==> config.mk <==
export PLATFORM = sky130hd
export DESIGN_NAME = if_id_skid_buffer
export DESIGN_NICKNAME = d
export VERILOG_FILES = /design/src/rtl/if_id_skid_buffer.sv
export SDC_FILE = /design/constraint.sdc
export NUM_CORES = 1
export LEC_CHECK = 0
export ABC_AREA = 0
export CAP_MARGIN = 20
export CORE_MARGIN = 3
export CORE_UTILIZATION = 47
export DETAILED_ROUTE_END_ITERATION = 12
export PLACE_DENSITY = 0.8
export REMOVE_ABC_BUFFERS = 1
export SETUP_SLACK_MARGIN = 0.3
export SKIP_CTS_REPAIR_TIMING = 1
export SLEW_MARGIN = 20
export SYNTH_ARGS = -nofsm -noshare
export SYNTH_HDL_FRONTEND = slang
export SYNTH_SLANG_ARGS = --single-unit
==> constraint.sdc <==
create_clock -name clk -period 3.9 [get_ports clk]
set_input_delay 0.78 -clock clk [delete_from_list [all_inputs] [get_ports clk]]
set_output_delay 0.78 -clock clk [all_outputs]
set_load 0.01 [all_outputs]
==> src/rtl/if_id_skid_buffer.sv <==
// IF/ID two-entry skid buffer: holds {PC, PC+4, instruction} between fetch and decode,
// with branch flush and a saturating fetch back-pressure counter.
module if_id_skid_buffer #(
  parameter int                 INSTR_W   = 32,
  parameter int                 ADDR_W    = 64,
  parameter logic [INSTR_W-1:0] NOP_INSTR = 32'hD503201F,
  parameter int                 CNT_W     = 32
) (
  input  logic               clk,
  input  logic               rst,
  input  logic               in_valid,
  output logic               in_ready,
  input  logic [ADDR_W-1:0]  in_pc,
  input  logic [ADDR_W-1:0]  in_pc_plus4,
  input  logic [INSTR_W-1:0] in_instr,
  input  logic               flush,
  output logic               out_valid,
  input  logic               out_ready,
  output logic [ADDR_W-1:0]  out_pc,
  output logic [ADDR_W-1:0]  out_pc_plus4,
  output logic [INSTR_W-1:0] out_instr,
  output logic [CNT_W-1:0]   stall_count
);

  typedef enum logic [1:0] {EMPTY = 2'd0, ONE = 2'd1, TWO = 2'd2} state_t;

  state_t             state_q, state_d;
  logic [ADDR_W-1:0]  main_pc_q, main_pc4_q, skid_pc_q, skid_pc4_q;
  logic [INSTR_W-1:0] main_instr_q, skid_instr_q;
  logic [CNT_W-1:0]   stall_q;

  logic accept, pop;
  logic ld_main_in, ld_main_skid, ld_skid;

  assign accept = in_valid & in_ready & ~flush;
  assign pop    = out_valid & out_ready;

  always_ff @(posedge clk or negedge rst) begin
    if (!rst) begin
      state_q <= EMPTY;
    end else begin
      state_q <= state_d;
    end
  end

  // Flush overrides every transition; payload loads under flush are harmless
  // because the cleared state gates the outputs.
  always_comb begin
    state_d      = state_q;
    ld_main_in   = 1'b0;
    ld_main_skid = 1'b0;
    ld_skid      = 1'b0;
    unique case (state_q)
      EMPTY: begin
        if (accept) begin
          state_d    = ONE;
          ld_main_in = 1'b1;
        end
      end
      ONE: begin
        if (accept && pop) begin
          ld_main_in = 1'b1;
        end else if (accept) begin
          state_d = TWO;
          ld_skid = 1'b1;
        end else if (pop) begin
          state_d = EMPTY;
        end
      end
      TWO: begin
        if (pop) begin
          state_d      = ONE;
          ld_main_skid = 1'b1;
        end
      end
      default: state_d = EMPTY;
    endcase
    if (flush) begin
      state_d = EMPTY;
    end
  end

  always_comb begin
    in_ready     = (state_q != TWO);
    out_valid    = (state_q != EMPTY);
    out_pc       = main_pc_q;
    out_pc_plus4 = main_pc4_q;
    out_instr    = out_valid ? main_instr_q : NOP_INSTR;
  end

  always_ff @(posedge clk or negedge rst) begin
    if (!rst) begin
      main_pc_q    <= '0;
      main_pc4_q   <= '0;
      main_instr_q <= '0;
      skid_pc_q    <= '0;
      skid_pc4_q   <= '0;
      skid_instr_q <= '0;
    end else begin
      if (ld_main_in) begin
        main_pc_q    <= in_pc;
        main_pc4_q   <= in_pc_plus4;
        main_instr_q <= in_instr;
      end else if (ld_main_skid) begin
        main_pc_q    <= skid_pc_q;
        main_pc4_q   <= skid_pc4_q;
        main_instr_q <= skid_instr_q;
      end
      if (ld_skid) begin
        skid_pc_q    <= in_pc;
        skid_pc4_q   <= in_pc_plus4;
        skid_instr_q <= in_instr;
      end
    end
  end

  // Back-pressure counter saturates at all-ones; flush does not touch it.
  always_ff @(posedge clk or negedge rst) begin
    if (!rst) begin
      stall_q <= '0;
    end else if (in_valid && !in_ready && (stall_q != '1)) begin
      stall_q <= stall_q + CNT_W'(1);
    end
  end

  assign stall_count = stall_q;

endmodule

-- Word level (Yosys, flattened, before mapping)
Cells that the tools add are included.
- register bits after elaboration: 354
- word-level logic and storage cells: 50
- add/subtract/negate cells: 1
- eq/ne operators: 8
- mux-type cells: 21
- bitwise logic cells: 4
- reductions and logical operators: 8
- operators with widths (operator ; number):
    64-bit 2-to-1 mux ; 4
    32-bit 2-to-1 mux ; 3
    32-bit by 1-bit adder with 32-bit output (second input constant) ; 1
    32-bit != test (second input constant) ; 1
    2-bit 2-to-1 mux ; 6
    3-bit != test (second input constant) ; 3
    1-bit 2-to-1 mux ; 6
    2-bit case mux with 3 select lines ; 1
    4-bit != test (second input constant) ; 1
    4-bit AND reduction ; 1
    2-bit nonzero test ; 2
    1-bit bitwise AND ; 3
    1-bit logical AND ; 3
    2-bit by 1-bit equality test with 1-bit output (second input constant) ; 1
    2-bit equality test (second input constant) ; 1
    2-bit zero test ; 1
    2-bit != test (second input constant) ; 1
    1-bit case mux with 2 select lines ; 1
    1-bit zero test ; 1
    1-bit NOT ; 1

-- Longest topological paths before layout
- depth in word-level cells: 7
- gate-level depth with buffers: 8

-- Worst setup path before layout
No wires, ideal clock.
- kind: input-to-reg
- start point: input port in_valid
- end point: register skid_pc4_q[26]
- arrival time: 2114 ps
- required time: 3775 ps
- setup slack: 1661 ps
- stages: 6
- path buffers: 2
- cells stage by stage: inv_1 nor2_1 nand3b_1 clkbuf_1 clkbuf_1 mux2_2
- word-level cells in the longest chain between the ends: 5
- elaborated cells between the ends (all ways): 6
- those cells by class: mux: 3; bitwise: 2; reduce/logical: 1
- ends and longest elaborated chain (what ; RTL line ; RTL):
    from (decl) ; 11 ; input logic in_valid,
    1-bit bitwise AND (*) (2 in series) ; 35 ; assign accept = in_valid & in_ready & ~flush;
    1-bit 2-to-1 mux / 1-bit logical AND (equally long branches) ; 63, 61 ;
    1-bit 2-to-1 mux (*) ; 61 ; if (accept && pop) begin
    1-bit 2-to-1 mux (*) ; 53 ; unique case (state_q)
    to (signal assigned) ; 111 ; skid_pc4_q <= in_pc_plus4;
    to (decl) ; 28 ; logic [ADDR_W-1:0] main_pc_q, main_pc4_q, skid_pc_q, skid_pc4_q;
Mark *: on every way between the ends. The rest lies on a longest branch, timed or not.
A chain may end at the register's enable or synchronous reset.

-- Worst setup path after layout
- start point: register state_q[1]
- end point: output port out_instr[24]
- word-level cells in the longest chain between the ends: 2
- ends and longest elaborated chain (what ; RTL line ; RTL):
    from (decl) ; 27 ; state_t state_q, state_d;
    from (signal assigned) ; 42 ; state_q <= state_d;
    2-bit nonzero test ; 85 ; out_valid = (state_q != EMPTY);
    32-bit 2-to-1 mux ; 88 ; out_instr = out_valid ? main_instr_q : NOP_INSTR;
    to (decl) ; 21 ; output logic [INSTR_W-1:0] out_instr,
No other way between the ends.

==> run_results.csv <==
group,metric,value,unit
outcome,status,"completed",
global_route,track_usage,22.79,%
synth,ys_async_sr_fraction,100.0,%
global_route,grt_max_degree,161,
drt,first_pass_iters,6,
drt,totalWireLength,38.05,mm
clock_tree,clock_sinks,354,
clock_tree,cts_inserted_buffers,38,
timing,timing.final.crit_share,78.06,%
drt,routedWlPerCell,19.16,um
placed_design,dp_hpwl,24.47,mm
finish,regArea,8859,um2
finish,diodes,0,
clock_tree,cts_tree,"built",
synth,synthMuxAreaShare,12.69,%
floorplanning,io_pins,359,
timing,fmax,328.5,MHz
timing,hold-worst-slack,0.2929,ns
synth,seq_area_frac_synth,61.56,%
timing,rsz0062_at_grt,"false",
floorplanning,die_h,181.0,um
synth,synthMostInstantiatedCell,"dfrtp_1",
synth,synth_top_family_by_area,"simple AND/OR/NAND/NOR gates",
finish,multi_input_area,5249,um2
floorplanning,die_w,181.0,um
power,ir_drop,375.9,uV
setup_path,path_buf_inv,2,
setup_path,cp_data_arrival_time,2.26,ns
clock_tree,clock_latency,0.51,ns
drt,vias,10930,
power,p_leak,9.023,nW
synth,synthesis.area,14390,um2
setup_path,required,3.12,ns
power,p_per_area,527.2,nW/um2
clock_tree,clk_pin_slew,0.06,ns
synth,synth-compound-area-share,8.782,%
finish,nFillCells,2210,
synth,synth-seq-cells,354,
timing,setup_viol,0,
timing,fin_skew,0.01217,ns
drt,post_drt_via_cell_ratio,5.504,
setup_path,crit_fanout,33,
timing,hold_viol,0,
placed_design,finalWeightedCongestion,0.8410,
global_route,grt_overflow_total,0,
setup_path,max_stage_delay,0.57,ns
min_path,hold_class,"in2async",
synth,yosysTopAreaCell,"dfrtp_1",
global_route,grt_pass1_wl,61.36,mm
timing,finalCriticalPeriod,3.044,ns
timing,slew_headroom,32.64,%
setup_path,startpoint_type,"flop",
synth,synth_warnings,0,
drt,detail-route-antenna-nets,0,
floorplanning,num_rows,63,
floorplanning,core_area,29870,um2
synth,synth_fa_ha_area_share,0.08695,%
finish,area_growth,36.64,%
timing,slew_viol_final,0,
clock_tree,ctsLongestPathBuffers,3,
global_route,grt_pass1_vias,11380,
synth,synthSimpleGateAreaFrac,13.09,%
synth,synth_top_area_share,61.56,%
synth,synth_xor_area_share,1.643,%
clock_tree,cts_htree_levels,2,
setup_path,critPathCaptureType,"primary output",
floorplanning,die_area,32750,um2
setup_path,crit_family,"buffers and inverters",
flow_run,cap_violations,0,
placed_design,io_buffers,358,
synth,syn_avg_cell_area,11.68,um2
finish,nets,1737,
finish,drive_above_1_share,15.85,%
drt,drc,0,
synth,synth_cell_types,38,
synth,synth_edf_count,0,
setup_path,critical_path_class,"reg2out",
finish,utilization,65.82,%
drt,drtIter0Drc,715,
setup_path,reg2reg_depth,7,
synth,synth_commonest_cells,"dfrtp_1 (354), nand2_1 (332), a22oi_1 (160), mux2_2 (160), clkbuf_1 (66)",
clock_tree,cts_root_buf,"clkbuf_16",
global_route,antenna_found_initial,0,
synth,netlist_instances,1232,
synth,ys.flop_type,"dfrtp_1",
setup_path,cpMaxStageDelayCell,"clkdlybuf4s50_1",
synth,yosys-top-cells-area,"dfrtp_1 (62%), mux2_2 (13%), nand2_1 (8.7%)",
setup_path,crit_chain,"nor2_2, buf_4, or2_2, clkdlybuf4s50_1",
floorplanning,start_util,48.17,%
timing,tightest_slew,1.010,ns
setup_path,path_depth,4,
[placed cells by master (no fill, tap or decap), types with 4 or more instances in the layout]
cell type        count
xnor2_1              4
buf_4                7
nor3_1              12
xor2_1              23
or2_2               13
inv_1                5
clkbuf_16           41
dfrtp_1            354
clkbuf_1            11
nand4_1              4
nor4_1              10
buf_12               9
nand3_1             13
clkbuf_8             8
nor2b_1             20
nor2_1              13
clkdlybuf4s50_1    357
a22oi_1            160
nand2_1            332
mux2_2             160
clkinv_2             4
[cells by family (layout without fill, tap and decap cells)]
family	Yosys count	after routing
XOR/XNOR	27	27
buffers and inverters	80	444
multiplexers	162	162
flip-flops	354	354
AO/OA/AOI/OAI	169	169
AND/OR/NAND/NOR	439	439
adder cells (fa/ha/maj)	1	1
[routing by layer]
| layer | wire, um | part of all wire, % | vias to the layer above | track usage [%] |
|---|---|---|---|---|
| met5 | 0 | 0 | - | 0 |
| met4 | 863 | 2.3 | 0 | 5.606 |
| met3 | 3306 | 8.7 | 54 | 7.107 |
| met2 | 18890 | 50 | 398 | 38.89 |
| met1 | 14990 | 39 | 5526 | 28.54 |
| li1 | - | - | 4952 | - |
[sequential cells by signal, indices dropped and copies added (netlist names)]
signal,count
main_instr_q,32
out_pc,64
out_pc_plus4,64
skid_instr_q,32
skid_pc4_q,64
skid_pc_q,64
stall_count,32
state_q,2
[where the power goes]
group	switching [W]	total [W]	internal, W
Combinational	0.000819	0.00197	0.00115
Clock	0.00138	0.00351	0.00213
Sequential	0.000431	0.00489	0.00445
Total	0.00263	0.0104	0.00773
[cell type report]
type / count / share of cell area (%)
multi-input combinational: 798 / 26.69
sequential: 354 / 45.05
inverter: 5 / 0.09545
tap: 390 / 2.482
clock buffer: 60 / 5.988
clock inverter: 5 / 0.2545
timing repair buffer: 374 / 19.43
[per-stage QoR]
step	TNS, ns	power, W	worst slack, ns	instance area, um2	std cells
5_1_grt	0	0.01087	0.7738	19660	1986
3_3_place_gp	0	0.006802	1.009	18440	1921
3_5_place_dp	0	0.006915	0.9045	18440	1921
6_report	0	0.01037	0.8556	19660	1986
2_1_floorplan	-2568.85	0.005813	-13.82	14100	1157
4_1_cts	0	0.01047	0.8417	19660	1986
[path summary, 6_finish.rpt]
kind,start,to,slack [ns]
setup / recovery,state_q[1],out_instr[24],0.86
min in group clk,main_instr_q[6],main_instr_q[6],0.47
max in group asynchronous,rst,out_pc_plus4[16],2.82
hold reg to reg,main_instr_q[6],main_instr_q[6],0.47
hold / removal,rst,out_pc[25],0.29
setup reg to reg,stall_count[0],stall_count[23],1.06
Note: power is estimated with default switching activity, not from simulation.
